[src/rtl/rv_pkg.sv]
// Shared constants and types for the register-file write-back path.
//   XLEN         width of write-back data
//   NREGS        number of architectural registers
//   REG_ADDR_W   register index width
//   STARVE_LIMIT refusals of port 1 before it is given priority for one grant
package rv_pkg;

    localparam int XLEN         = 32;
    localparam int NREGS        = 32;
    localparam int REG_ADDR_W   = $clog2(NREGS);
    localparam int STARVE_LIMIT = 4;
    localparam int STARVE_W     = $clog2(STARVE_LIMIT + 1);

    typedef logic [REG_ADDR_W-1:0] reg_addr_t;
    typedef logic [XLEN-1:0]       xlen_t;

endpackage

[src/rtl/rf_scoreboard.sv]
// Busy-register scoreboard.
// Tracks registers that have an outstanding producer and flags issue hazards.
//   clk, rst_n    clock, async active-low reset
//   clr_valid     a write-back grant happens this cycle
//   clr_rd        destination of that grant
//   iss_valid     decode wants to issue
//   iss_rs1/rs2   sources of the issuing instruction
//   iss_rd        destination of the issuing instruction
//   iss_wr        issuing instruction writes iss_rd
//   iss_stall     issue must not proceed (combinational, from registered busy only)
module rf_scoreboard
    import rv_pkg::*;
(
    input  logic      clk,
    input  logic      rst_n,
    input  logic      clr_valid,
    input  reg_addr_t clr_rd,
    input  logic      iss_valid,
    input  reg_addr_t iss_rs1,
    input  reg_addr_t iss_rs2,
    input  reg_addr_t iss_rd,
    input  logic      iss_wr,
    output logic      iss_stall
);

    logic [NREGS-1:0] busy_q, busy_d;
    logic             set_valid;

    always_comb begin
        // No bypass of a same-cycle clear: a register granted this cycle still stalls.
        iss_stall = iss_valid &&
                    (busy_q[iss_rs1] || busy_q[iss_rs2] || (iss_wr && busy_q[iss_rd]));
        set_valid = iss_valid && iss_wr && !iss_stall && (iss_rd != '0);

        busy_d = busy_q;
        if (clr_valid) begin
            busy_d[clr_rd] = 1'b0;
        end
        // Set applied after clear: a new producer outweighs the retiring one.
        if (set_valid) begin
            busy_d[iss_rd] = 1'b1;
        end
        busy_d[0] = 1'b0;
    end

    always_ff @(posedge clk or negedge rst_n) begin
        if (!rst_n) begin
            busy_q <= '0;
        end else begin
            busy_q <= busy_d;
        end
    end

endmodule

[src/rtl/rf_wb_scheduler.sv]
// Write-back scheduler sharing the register file's single write port between
// port 0 (single-cycle ALU results, normally preferred) and port 1 (load /
// multi-cycle unit, promoted after repeated refusals). Registers the winning
// write toward the register file and keeps the hazard scoreboard.
//   clk, rst_n                 clock, async active-low reset
//   wb0_valid/rd/data, ready   port 0 request and grant
//   wb1_valid/rd/data, ready   port 1 request and grant
//   iss_valid/rs1/rs2/rd/wr    issuing instruction from decode
//   iss_stall                  hazard against a pending write
//   rf_wen/rf_addr/rf_data     registered register-file write port
module rf_wb_scheduler
    import rv_pkg::*;
(
    input  logic      clk,
    input  logic      rst_n,
    input  logic      wb0_valid,
    input  reg_addr_t wb0_rd,
    input  xlen_t     wb0_data,
    output logic      wb0_ready,
    input  logic      wb1_valid,
    input  reg_addr_t wb1_rd,
    input  xlen_t     wb1_data,
    output logic      wb1_ready,
    input  logic      iss_valid,
    input  reg_addr_t iss_rs1,
    input  reg_addr_t iss_rs2,
    input  reg_addr_t iss_rd,
    input  logic      iss_wr,
    output logic      iss_stall,
    output logic      rf_wen,
    output reg_addr_t rf_addr,
    output xlen_t     rf_data
);

    logic [STARVE_W-1:0] starve_cnt_q, starve_cnt_d;
    logic                rf_wen_q, rf_wen_d;
    reg_addr_t           rf_addr_q, rf_addr_d;
    xlen_t               rf_data_q, rf_data_d;

    logic      wb1_pri;
    logic      gnt_valid;
    reg_addr_t gnt_rd;
    xlen_t     gnt_data;

    always_comb begin
        wb1_pri   = wb1_valid && (starve_cnt_q == STARVE_W'(STARVE_LIMIT));
        wb0_ready = wb0_valid && !wb1_pri;
        wb1_ready = wb1_valid && !wb0_ready;
        gnt_valid = wb0_ready || wb1_ready;
        gnt_rd    = wb1_ready ? wb1_rd   : wb0_rd;
        gnt_data  = wb1_ready ? wb1_data : wb0_data;

        starve_cnt_d = '0;
        if (wb1_valid && !wb1_ready) begin
            starve_cnt_d = (starve_cnt_q == STARVE_W'(STARVE_LIMIT))
                         ? starve_cnt_q
                         : starve_cnt_q + STARVE_W'(1);
        end

        // x0 grants are consumed but never reach the register file.
        rf_wen_d  = gnt_valid && (gnt_rd != '0);
        rf_addr_d = rf_addr_q;
        rf_data_d = rf_data_q;
        if (gnt_valid) begin
            rf_addr_d = gnt_rd;
            rf_data_d = gnt_data;
        end
    end

    always_ff @(posedge clk or negedge rst_n) begin
        if (!rst_n) begin
            starve_cnt_q <= '0;
            rf_wen_q     <= 1'b0;
            rf_addr_q    <= '0;
            rf_data_q    <= '0;
        end else begin
            starve_cnt_q <= starve_cnt_d;
            rf_wen_q     <= rf_wen_d;
            rf_addr_q    <= rf_addr_d;
            rf_data_q    <= rf_data_d;
        end
    end

    assign rf_wen  = rf_wen_q;
    assign rf_addr = rf_addr_q;
    assign rf_data = rf_data_q;

    rf_scoreboard u_scoreboard (
        .clk       (clk),
        .rst_n     (rst_n),
        .clr_valid (gnt_valid),
        .clr_rd    (gnt_rd),
        .iss_valid (iss_valid),
        .iss_rs1   (iss_rs1),
        .iss_rs2   (iss_rs2),
        .iss_rd    (iss_rd),
        .iss_wr    (iss_wr),
        .iss_stall (iss_stall)
    );

endmodule

[config.mk]
export PLATFORM = sky130hd
export DESIGN_NAME = rf_wb_scheduler
export DESIGN_NICKNAME = d
export VERILOG_FILES = /design/src/rtl/rv_pkg.sv /design/src/rtl/rf_scoreboard.sv /design/src/rtl/rf_wb_scheduler.sv
export SDC_FILE = /design/constraint.sdc
export NUM_CORES = 1
export LEC_CHECK = 0
export CORE_ASPECT_RATIO = 0.9
export CORE_UTILIZATION = 51
export DETAILED_ROUTE_END_ITERATION = 8
export GPL_TIMING_DRIVEN = 0
export PLACE_DENSITY_LB_ADDON = 0.05
export RECOVER_POWER = 100
export SLEW_MARGIN = 0
export SYNTH_ARGS = -nofsm -noshare
export SYNTH_HDL_FRONTEND = slang
export SYNTH_SLANG_ARGS = --single-unit
[constraint.sdc]
create_clock -name clk -period 7.75 [get_ports clk]
set_input_delay 2.325 -clock clk [delete_from_list [all_inputs] [get_ports clk]]
set_output_delay 2.325 -clock clk [all_outputs]
set_load 0.03 [all_outputs]
==> metrics.md, run 1 <==
| Metric | Value |
|---|---|
| Die X-Extent | 99.5 µm |
| RSZ-0062 raised after global routing | false |
| Top_reg_cell synth | dfrtp_1 |
| Post-route cell area | 5960 µm² |
| Layout cell share with drive strength beyond 1 | 7.91% |
| Violated checks | capacitance limit, slew limit |
| Max Clock Skew | 0.0117 ns |
| Kind of end point of the critical path | output pin |
| Hold Slack | 0.483 ns |
| Ant. Diodes | 0 |
| Mapped Avg Cell Area | 10.3 µm² |
| R2R Path Start | u_scoreboard.busy_q[7] |
| DP Worst Slack | -0.0372 ns |
| Syn Nets | 521 |
| Final cycle utilization of the critical path | 98.2% |
| Grt ovf | 0 |
| WS Path Type | input pin to output pin |
| Routed WL | 14200 µm |
| Least-Margin Pin Slew | 3.75 ns |
| Antenna violations before repair | 0 |
| DP Cell Count | 669 |
| Worst-path clk slew | 0.09 ns |
| Max_cap viols | 1 |
| Peak supply drop | 0.000125 V |
| Crit path DAT | 5.29 ns |
| Yosys top cell area share | 41.3% |
| Post-route ant nets | 0 |
| P&R area growth vs syn | 36.6% |
| Hold Fails Final Rpt | 0 |
| Synthesized instance count | 424 |
| Leak | 0.00245 µW |
| Hold EP | starve_cnt_q[0] |
| Crit path max fanout | 7 |
| Hpwl dp | 10600 µm |
| Synth unique cells | 48 |
| RR Endpoint | u_scoreboard.busy_q[16] |
| Vias | 4335 |
| WP data required | 5.43 ns |
| Drt first pass iters | 9 |
| Row count | 31 |
| Largest net degree at the start of global routing | 72 |
| Tmin final | 7.61 ns |
| Fillcell total | 630 |
| H-Tree Depth | 3 |
| Vias in the first global route | 4469 |
| Register-to-Register Path Depth | 7 |
| Pwr Density | 183 nW/µm² |
| Port Buffers | 129 |
| CTS sink cnt | 72 |
| Fin cells | 684 |
| Slew headroom | -150% |
| DRC Markers | 0 |
| Initial Util | 53.3% |
| Drt first-iter violations | 464 |
| Hold/Removal Path Class | register to register |
| CP Launch Type | input pin |
| CTS max path bufs | 2 |
| Total CTS buffers | 9 |
| EDFF count, synth | 0 |
| Post-synthesis sequential area ratio | 41.3% |
| Most common cell after layout, fill and taps aside | clkdlybuf4s50_1 |
| Warnings from Yosys | 0 |
| CTS root buffer | clkbuf_8 |
| R2R setup slack | 4.78 ns |
| Via density | 6.34 |
| Routability cong. | 0.994 |
| Min setup slack post-route | 0.138 ns |
| Core ar. | 8180 µm² |
| Asr flop ratio synth | 100% |
| Netlist Area Pre-Place | 4360 µm² |
| Placed cell area | 5820 µm² |
| HP Start | starve_cnt_q[0] |
| Fmax | 131 MHz |
| Clk_lat worst skew | 0.35 ns |
| Hold-fix buffers, CTS | 0 |
| Most frequent cells in the layout | clkdlybuf4s50_1, dfrtp_1, o31ai_1, dlygate4sd3_1 |
| Die area | 8920 µm² |
| Synth area leader | dfrtp_1 |
| Multi-input combinational cell area | 2240 µm² |
| WL per Instance | 20.8 µm |
| First-pass GRT wire length | 23100 µm |
| Yosys reg bits | 72 |
| Synth top area cells | dfrtp_1, o31ai_1, a222oi_1 |
| NumNets Final | 661 |
| Final setup vio count | 0 |
| Register Area | 1800 µm² |
| Worst hold stages | 1 |
| Slew Viols, Final | 72 |
| Chip Height | 89.7 µm |
| Total GRT Usage | 33.3% |
| Status | finished with violations |
| Top Ports | 136 |
| CTS tree | done |
-- worst max-delay path by stage --
stage	cells after the start	slack, ns	startpoint	end
after detailed placement	9	-0.04	iss_rs2[2]	iss_stall
final	8	0.14	iss_rd[2]	iss_stall
after CTS	6	0.05	wb1_valid	wb1_ready
after floorplan	8	1.09	iss_rs1[2]	iss_stall
after global routing	8	0.06	iss_rd[2]	iss_stall
after global placement	9	0.06	iss_rs2[2]	iss_stall
-- Yosys cell counts, types with 2 or more instances --
cell type  instances
a2111oi_0          2
a21oi_1            3
a221oi_1           2
a222oi_1          32
a22oi_1            2
a31oi_1            6
a32oi_1            2
and3_1             4
and3b_1            4
buf_1              2
buf_6              3
clkbuf_1          34
dfrtp_1           72
ha_1               2
inv_1             37
mux2_2             6
mux2i_1           24
mux4_2            12
nand2_1           33
nand2b_1           3
nand3_1           17
nor2_1            13
nor2b_1            6
nor3_1             3
nor3b_1            8
o21ai_0            5
o22a_1             2
o22ai_1            5
o31ai_1           47
o41ai_1           12
o41ai_2            3
or2_2              2
-- cell families (layout without fill, tap and decap cells) --
kind of cell,Yosys count,in the layout,synth area share (%)
AO/OA/AOI/OAI,130,130,24.8
XOR/XNOR,1,1,0.201
adder cells (fa/ha/maj),2,2,0.574
buffers and inverters,77,222,7.17
flip-flops,72,72,41.3
multiplexers,43,43,13.9
AND/OR/NAND/NOR,99,99,12.1
-- metal layers --
metal | vias up | share of wire, % | track usage (%)
met2 | 244 | 48 | 54.5
met3 | 44 | 9.2 | 9.25
li1 | 1941 | - | -
met4 | 0 | 3.3 | 11.9
met5 | - | 0 | 0
met1 | 2106 | 39 | 42.3
-- worst max-delay path, stage by stage --
cell	delay (ns)
clkdlybuf4s50_1	0.56
nor3b_1	0.83
a22oi_1	0.15
o22a_1	0.26
nand4_1	0.22
and2_1	0.17
o21a_1	0.10
clkdlybuf4s50_1	0.65
-- power by group --
part           leakage, µW  switching [µW]  internal (µW)
Sequential        0.000917            54.5            420
Clock            0.0000924             152            136
Combinational      0.00144             180            150
Total              0.00245             386            706
-- through the flow --
| stage | total power [µW] | util, % | TNS (ns) |
|---|---|---|---|
| 2_1_floorplan | 655 | - | 0 |
| 3_5_place_dp | 820 | 71.1 | -0.0372 |
| 5_1_grt | 1140 | 72.8 | 0 |
| 6_report | 1090 | 72.8 | 0 |
| 4_1_cts | 1110 | 73.4 | 0 |
| 3_3_place_gp | 809 | 70.8 | 0 |
-- sequential cells by signal (all words and copies together), names as in the netlist --
| signal | count |
|---|---|
| starve_cnt_q | 3 |
| rf_addr | 5 |
| rf_wen | 1 |
| u_scoreboard.busy_q | 31 |
| rf_data | 32 |
-- area by class of cell --
class / count / share of cell area, %
buffer: 39 / 2.63
clock buffer: 11 / 2.54
clock inverter: 5 / 0.630
inverter: 37 / 2.33
multi-input combinational: 275 / 37.6
sequential: 72 / 30.3
tap: 115 / 2.42
timing repair buffer: 130 / 21.6
-- timing repair --
| item | 4_1_cts | 5_1_grt |
|---|---|---|
| resized for setup | 1 | 3 |
| setup endpoints to repair | 1 | 2 |
| hold endpoints to repair | 0 | 0 |
| pin swaps | 0 | 0 |
| buffers inserted | 0 | 0 |
No activity file was read; power rests on OpenSTA's default activity.
==> run 2, diff against run 1 <==
--- a/config.mk
+++ b/config.mk
@@ -6,11 +6,13 @@
 export NUM_CORES = 1
 export LEC_CHECK = 0
 export CORE_ASPECT_RATIO = 0.9
-export CORE_UTILIZATION = 51
+export CORE_UTILIZATION = 43
 export DETAILED_ROUTE_END_ITERATION = 8
 export GPL_TIMING_DRIVEN = 0
+export HOLD_SLACK_MARGIN = 0.05
 export PLACE_DENSITY_LB_ADDON = 0.05
 export RECOVER_POWER = 100
+export SETUP_SLACK_MARGIN = 0.4
 export SLEW_MARGIN = 0
 export SYNTH_ARGS = -nofsm -noshare
 export SYNTH_HDL_FRONTEND = slang
==> constraint.sdc (replaced) <==
create_clock -name clk -period 6.8 [get_ports clk]
set_input_delay 2.04 -clock clk [delete_from_list [all_inputs] [get_ports clk]]
set_output_delay 2.04 -clock clk [all_outputs]
set_load 0.03 [all_outputs]
==> run 2 against run 1 <==
  * The flow still finishes with violations (capacitance limit, slew limit)
  * Worst setup slack improved by 0.18 ns
  * Cell count is 2.0% higher
  * Register-to-register slack worse by 0.90 ns
==> metrics.md, run 2 (synthesis results as in run 1) <==
| Metric | Value |
|---|---|
| Status | finished with violations |
| Violated checks | capacitance limit, slew limit |
| WL per Instance | 20.1 µm |
| Most common cell after layout, fill and taps aside | clkdlybuf4s50_1 |
| H-Tree Depth | 3 |
| Most frequent cells in the layout | clkdlybuf4s50_1, dfrtp_1, o31ai_1, dlygate4sd3_1, inv_1 |
| Routability cong. | 0.920 |
| R2R setup slack | 3.88 ns |
| Max FFs per register | 32 |
| CTS sink cnt | 72 |
| P_sw | 452 µW |
| R2R Path Start | u_scoreboard.busy_q[2] |
| Leak | 0.00249 µW |
| Power Total | 1240 µW |
| Fmax | 154 MHz |
| Post-route cell area | 6010 µm² |
| Die area | 10500 µm² |
| Max Clock Skew | 0.0138 ns |
| Vias in the first global route | 4176 |
| CP Launch Type | input pin |
| DRC Markers | 0 |
| Switch share | 36.3% |
| Total CTS buffers | 9 |
| Int Pwr | 792 µW |
| Placed cell area | 5830 µm² |
| Hpwl dp | 10500 µm |
| Grt ovf | 0 |
| Least-Margin Pin Slew | 3.33 ns |
| Port Buffers | 129 |
| Worst-path clk slew | 0.09 ns |
| Core ar. | 9740 µm² |
| Post-route ant nets | 0 |
| Initial Util | 44.8% |
| Chip Height | 97.5 µm |
| First-pass GRT wire length | 22500 µm |
| Hold Fails Final Rpt | 0 |
| Peak supply drop | 0.000117 V |
| Hold Slack | 0.468 ns |
| Vias | 4306 |
| Row count | 34 |
| P&R area growth vs syn | 37.7% |
| Via density | 6.17 |
| Worst hold stages | 1 |
| Sequential share of power | 43.4% |
| Kind of end point of the critical path | output pin |
| Die X-Extent | 108 µm |
| HP Start | starve_cnt_q[0] |
| Register-to-Register Path Depth | 8 |
| Routed WL | 14000 µm |
| WS Path Type | input pin to output pin |
| Layout cell share with drive strength beyond 1 | 9.44% |
| NumNets Final | 664 |
| DP Cell Count | 680 |
| Hold/Removal Path Class | register to register |
| CTS max path bufs | 2 |
| Crit path cell chain | clkdlybuf4s50_1 > clkbuf_1 > mux4_2 > mux2i_1 > nor3b_1 > a21oi_1 > nand4_4 > clkbuf_4 > o21a_1 > clkbuf_2 |
| Slowest Stage Delay on Critical Path | 0.48 ns |
| Slew Viols, Final | 63 |
| Ant. Diodes | 0 |
| CTS tree | done |
| Antenna violations before repair | 0 |
| Pwr Density | 207 nW/µm² |
| Delay-heaviest family, CP | buffers and inverters |
| Slew headroom | -122% |
| Crit path max fanout | 10 |
| Drt first-iter violations | 449 |
| Top Ports | 136 |
| Clock share of power | 26.2% |
| CTS root buffer | clkbuf_8 |
| Fin cells | 698 |
| WP data required | 4.76 ns |
| Logic pwr share | 30.5% |
| Drt first pass iters | 6 |
| Largest net degree at the start of global routing | 63 |
| RSZ-0062 raised after global routing | false |
| Critical path's slowest cell | clkdlybuf4s50_1 |
| WP buf/inv | 4 |
| Hold-fix buffers, CTS | 0 |
| Tmin final | 6.48 ns |
| Crit path DAT | 4.44 ns |
| Final cycle utilization of the critical path | 95.3% |
| Max_cap viols | 1 |
| RR Endpoint | u_scoreboard.busy_q[13] |
| Final setup vio count | 0 |
| Total GRT Usage | 27.8% |
| Clk_lat worst skew | 0.35 ns |
| Hold EP | starve_cnt_q[0] |
| Final core occ | 61.6% |
==> run 2: cell types whose count changed in the layout (fill, tap and decap cells not counted), moves of 2 or more <==
cell,change
inv_8,+2
clkbuf_1,-4
clkdlybuf4s50_1,-2
clkbuf_2,+5
clkbuf_8,-2
clkbuf_4,+2
==> run 2: area by class of cell <==
cell class,count,area [µm²]
Buffer,40,176
Fill cell,856,3740
Multi-Input combinational cell,275,2250
Timing Repair Buffer,132,1290
Clock buffer,9,124
Sequential cell,72,1800
Inverter,37,139
Clock inverter,7,62.6
Tap cell,126,158
==> run 2: stage by stage <==
| stage | TNS [ns] | setup slack, ns |
|---|---|---|
| 3_5_place_dp | -0.680 | -0.413 |
| 5_1_grt | 0 | 0.212 |
| 3_3_place_gp | -0.597 | -0.361 |
| 2_1_floorplan | 0 | 0.705 |
| 6_report | 0 | 0.320 |
| 4_1_cts | 0 | 0.385 |
==> run 2: metal layers <==
layer  vias to the layer above  share of wire (%)  track usage [%]
li1                       1946                  -                -
met1                      2066                 41             37.6
met2                       260                 46             42.6
met3                        34                 10             6.98
met4                         0                2.6             10.1
met5                         -                  0                0
==> run 2: power by group through the flow <==
stage | registers, µW | logic [µW] | clock network, µW
after floorplan | 563 | 184 | 0
after CTS | 536 | 396 | 332
final | 540 | 379 | 326
after global placement | 544 | 381 | 0
after global routing | 543 | 407 | 354
after detailed placement | 544 | 390 | 0
==> run 2: worst max path at each step <==
stage / end / start / slack (ns) / cells after the start
final: iss_stall / iss_rs2[1] / 0.32 / 10
after global routing: iss_stall / iss_rs2[1] / 0.21 / 10
after CTS: iss_stall / iss_rs2[1] / 0.39 / 10
after detailed placement: iss_stall / iss_rs2[2] / -0.41 / 9
after global placement: iss_stall / iss_rs2[2] / -0.36 / 9
after floorplan: iss_stall / iss_rs1[2] / 0.71 / 8
==> run 2: timing repair <==
item,CTS,global route
pin swaps,2,0
setup buffers,2,0
setup endpoints to repair,2,2
resized for setup,18,4
==> run 3, diff against run 2 <==
--- a/config.mk
+++ b/config.mk
@@ -6,10 +6,10 @@
 export NUM_CORES = 1
 export LEC_CHECK = 0
 export CORE_ASPECT_RATIO = 0.9
-export CORE_UTILIZATION = 43
+export CORE_UTILIZATION = 51
 export DETAILED_ROUTE_END_ITERATION = 8
 export GPL_TIMING_DRIVEN = 0
-export HOLD_SLACK_MARGIN = 0.05
+export HOLD_SLACK_MARGIN = 0.12
 export PLACE_DENSITY_LB_ADDON = 0.05
 export RECOVER_POWER = 100
 export SETUP_SLACK_MARGIN = 0.4
==> constraint.sdc (replaced) <==
create_clock -name clk -period 8.3 [get_ports clk]
set_input_delay 2.49 -clock clk [delete_from_list [all_inputs] [get_ports clk]]
set_output_delay 2.49 -clock clk [all_outputs]
set_load 0.03 [all_outputs]
==> run 3 against run 2 <==
  * Highest routed layer unchanged
  * Largest cell class unchanged
  * Non-clock buffer count decreased by 2
  * Critical endpoint is now wb1_ready
  * Worst setup slack improved by 0.16 ns
  * Die area decreased by 15%
  * The run ends with DRC, capacitance limit, slew limit left
==> metrics.md, run 3 (synthesis results as in run 1) <==
| Metric | Value |
|---|---|
| Status | finished with violations |
| Violated checks | DRC, capacitance limit, slew limit |
| CTS tree | done |
| Hpwl dp | 10600 µm |
| WS Path Type | input pin to output pin |
| Routability cong. | 0.994 |
| Drt first pass iters | 9 |
| Max FFs per register | 32 |
| Register-to-Register Path Depth | 9 |
| Ant. Diodes | 0 |
| Fin cells | 685 |
| Peak supply drop | 0.000116 V |
| CTS sink cnt | 72 |
| Layout cell share with drive strength beyond 1 | 8.42% |
| Via density | 6.37 |
| RSZ-0062 raised after global routing | false |
| CP Launch Type | input pin |
| Leak | 0.00247 µW |
| R2R Path Start | starve_cnt_q[0] |
| Least-Margin Pin Slew | 3.78 ns |
| Final setup vio count | 0 |
| Fillcell total | 628 |
| Vias in the first global route | 4469 |
| Hold Fails Final Rpt | 0 |
| Max_cap viols | 1 |
| Chip Height | 89.7 µm |
| WL per Instance | 20.9 µm |
| Hold Slack | 0.487 ns |
| First-pass GRT wire length | 23100 µm |
| WP data required | 5.81 ns |
| Crit path DAT | 5.33 ns |
| Multi-input combinational cell area | 2240 µm² |
| Hold/Removal Path Class | register to register |
| CP Launch Point | wb1_valid |
| Post-route cell area | 5970 µm² |
| Clk_lat worst skew | 0.35 ns |
| P&R area growth vs syn | 37.0% |
| Core ar. | 8180 µm² |
| Total CTS buffers | 9 |
| Slew headroom | -152% |
| Cts repair resizes | 2 |
| Tmin final | 7.82 ns |
| Fmax | 128 MHz |
| Final cycle utilization of the critical path | 94.2% |
| Initial Util | 53.3% |
| Grt ovf | 0 |
| Vias | 4364 |
| Setup repair bufs after CTS | 0 |
| Most common cell after layout, fill and taps aside | clkdlybuf4s50_1 |
| Register Area | 1800 µm² |
| Hold-fix buffers, CTS | 0 |
| Antenna violations before repair | 0 |
| Largest net degree at the start of global routing | 72 |
| Max Clock Skew | 0.0133 ns |
| Crit path max fanout | 10 |
| R2R setup slack | 5.54 ns |
| RR Endpoint | rf_data[7] |
| Total GRT Usage | 33.3% |
| Port Buffers | 129 |
| Most frequent cells in the layout | clkdlybuf4s50_1, dfrtp_1, o31ai_1, dlygate4sd3_1, inv_1 |
| Worst-path clk slew | 0.09 ns |
| Row count | 31 |
| Crit path to | wb1_ready |
| Kind of end point of the critical path | output pin |
| Die X-Extent | 99.5 µm |
| Drt first-iter violations | 484 |
| Pwr Density | 171 nW/µm² |
| DP Cell Count | 669 |
| Placed cell area | 5820 µm² |
| NumNets Final | 662 |
| Slew Viols, Final | 72 |
| CTS max path bufs | 2 |
| Routed WL | 14300 µm |
| Final setup TNS | 0 ns |
| Die area | 8920 µm² |
| H-Tree Depth | 3 |
| Post-route ant nets | 0 |
| DRC Markers | 2 |
| Top Ports | 136 |
| CTS root buffer | clkbuf_8 |
[run 3: cell types whose count changed in the layout (fill, tap and decap cells not counted), moves of 2 or more]
cell	change
buf_6	+2
clkbuf_8	+2
clkbuf_4	-2
inv_8	-2
clkbuf_2	-4
clkbuf_1	+3
[run 3: power by group]
| group | leakage [µW] | switching (µW) | internal [µW] |
|---|---|---|---|
| Clock | 0.0000924 | 141 | 127 |
| Sequential | 0.000917 | 51.1 | 393 |
| Combinational | 0.00146 | 169 | 143 |
[run 3: per-layer routing]
| metal | global-route usage, % | share of wire, % | up-vias |
|---|---|---|---|
| li1 | - | - | 1949 |
| met1 | 42.3 | 40 | 2119 |
| met2 | 54.5 | 48 | 254 |
| met3 | 9.25 | 8.8 | 42 |
| met4 | 11.9 | 3.3 | 0 |
| met5 | 0 | 0 | - |
[run 3: cell type report]
type,count,share of cell area [%]
repair buffers,130,21.5
inverters,37,2.32
multi-input cells,275,37.5
plain buffers,40,2.95
clock buffers,11,2.53
clock inverters,5,0.628
flip-flops and latches,72,30.2
well taps,115,2.41
[run 3: critical path, stage by stage]
cell	delay [ns]
clkbuf_1	0.27
a21boi_2	0.45
clkbuf_1	0.36
clkbuf_1	0.54
clkbuf_1	0.45
clkdlybuf4s50_1	0.76
[run 3: how the worst min path moves through the flow]
| stage | startpoint | endpoint | depth (start not counted) |
|---|---|---|---|
| 2_1_floorplan | starve_cnt_q[0] | starve_cnt_q[0] | 1 |
| 3_3_place_gp | starve_cnt_q[0] | starve_cnt_q[0] | 1 |
| 3_5_place_dp | starve_cnt_q[0] | starve_cnt_q[0] | 1 |
| 4_1_cts | starve_cnt_q[0] | starve_cnt_q[0] | 1 |
| 5_1_grt | starve_cnt_q[0] | starve_cnt_q[0] | 1 |
| 6_report | starve_cnt_q[0] | starve_cnt_q[0] | 1 |
[run 3: per-stage QoR]
stage / utilization [%] / setup slack, ns / power [µW]
after floorplan: - / 1.31 / 612
after global placement: 70.8 / 0.276 / 756
after detailed placement: 71.1 / 0.183 / 766
after CTS: 73.5 / 0.360 / 1030
after global routing: 73.0 / 0.267 / 1070
final: 73.0 / 0.484 / 1020
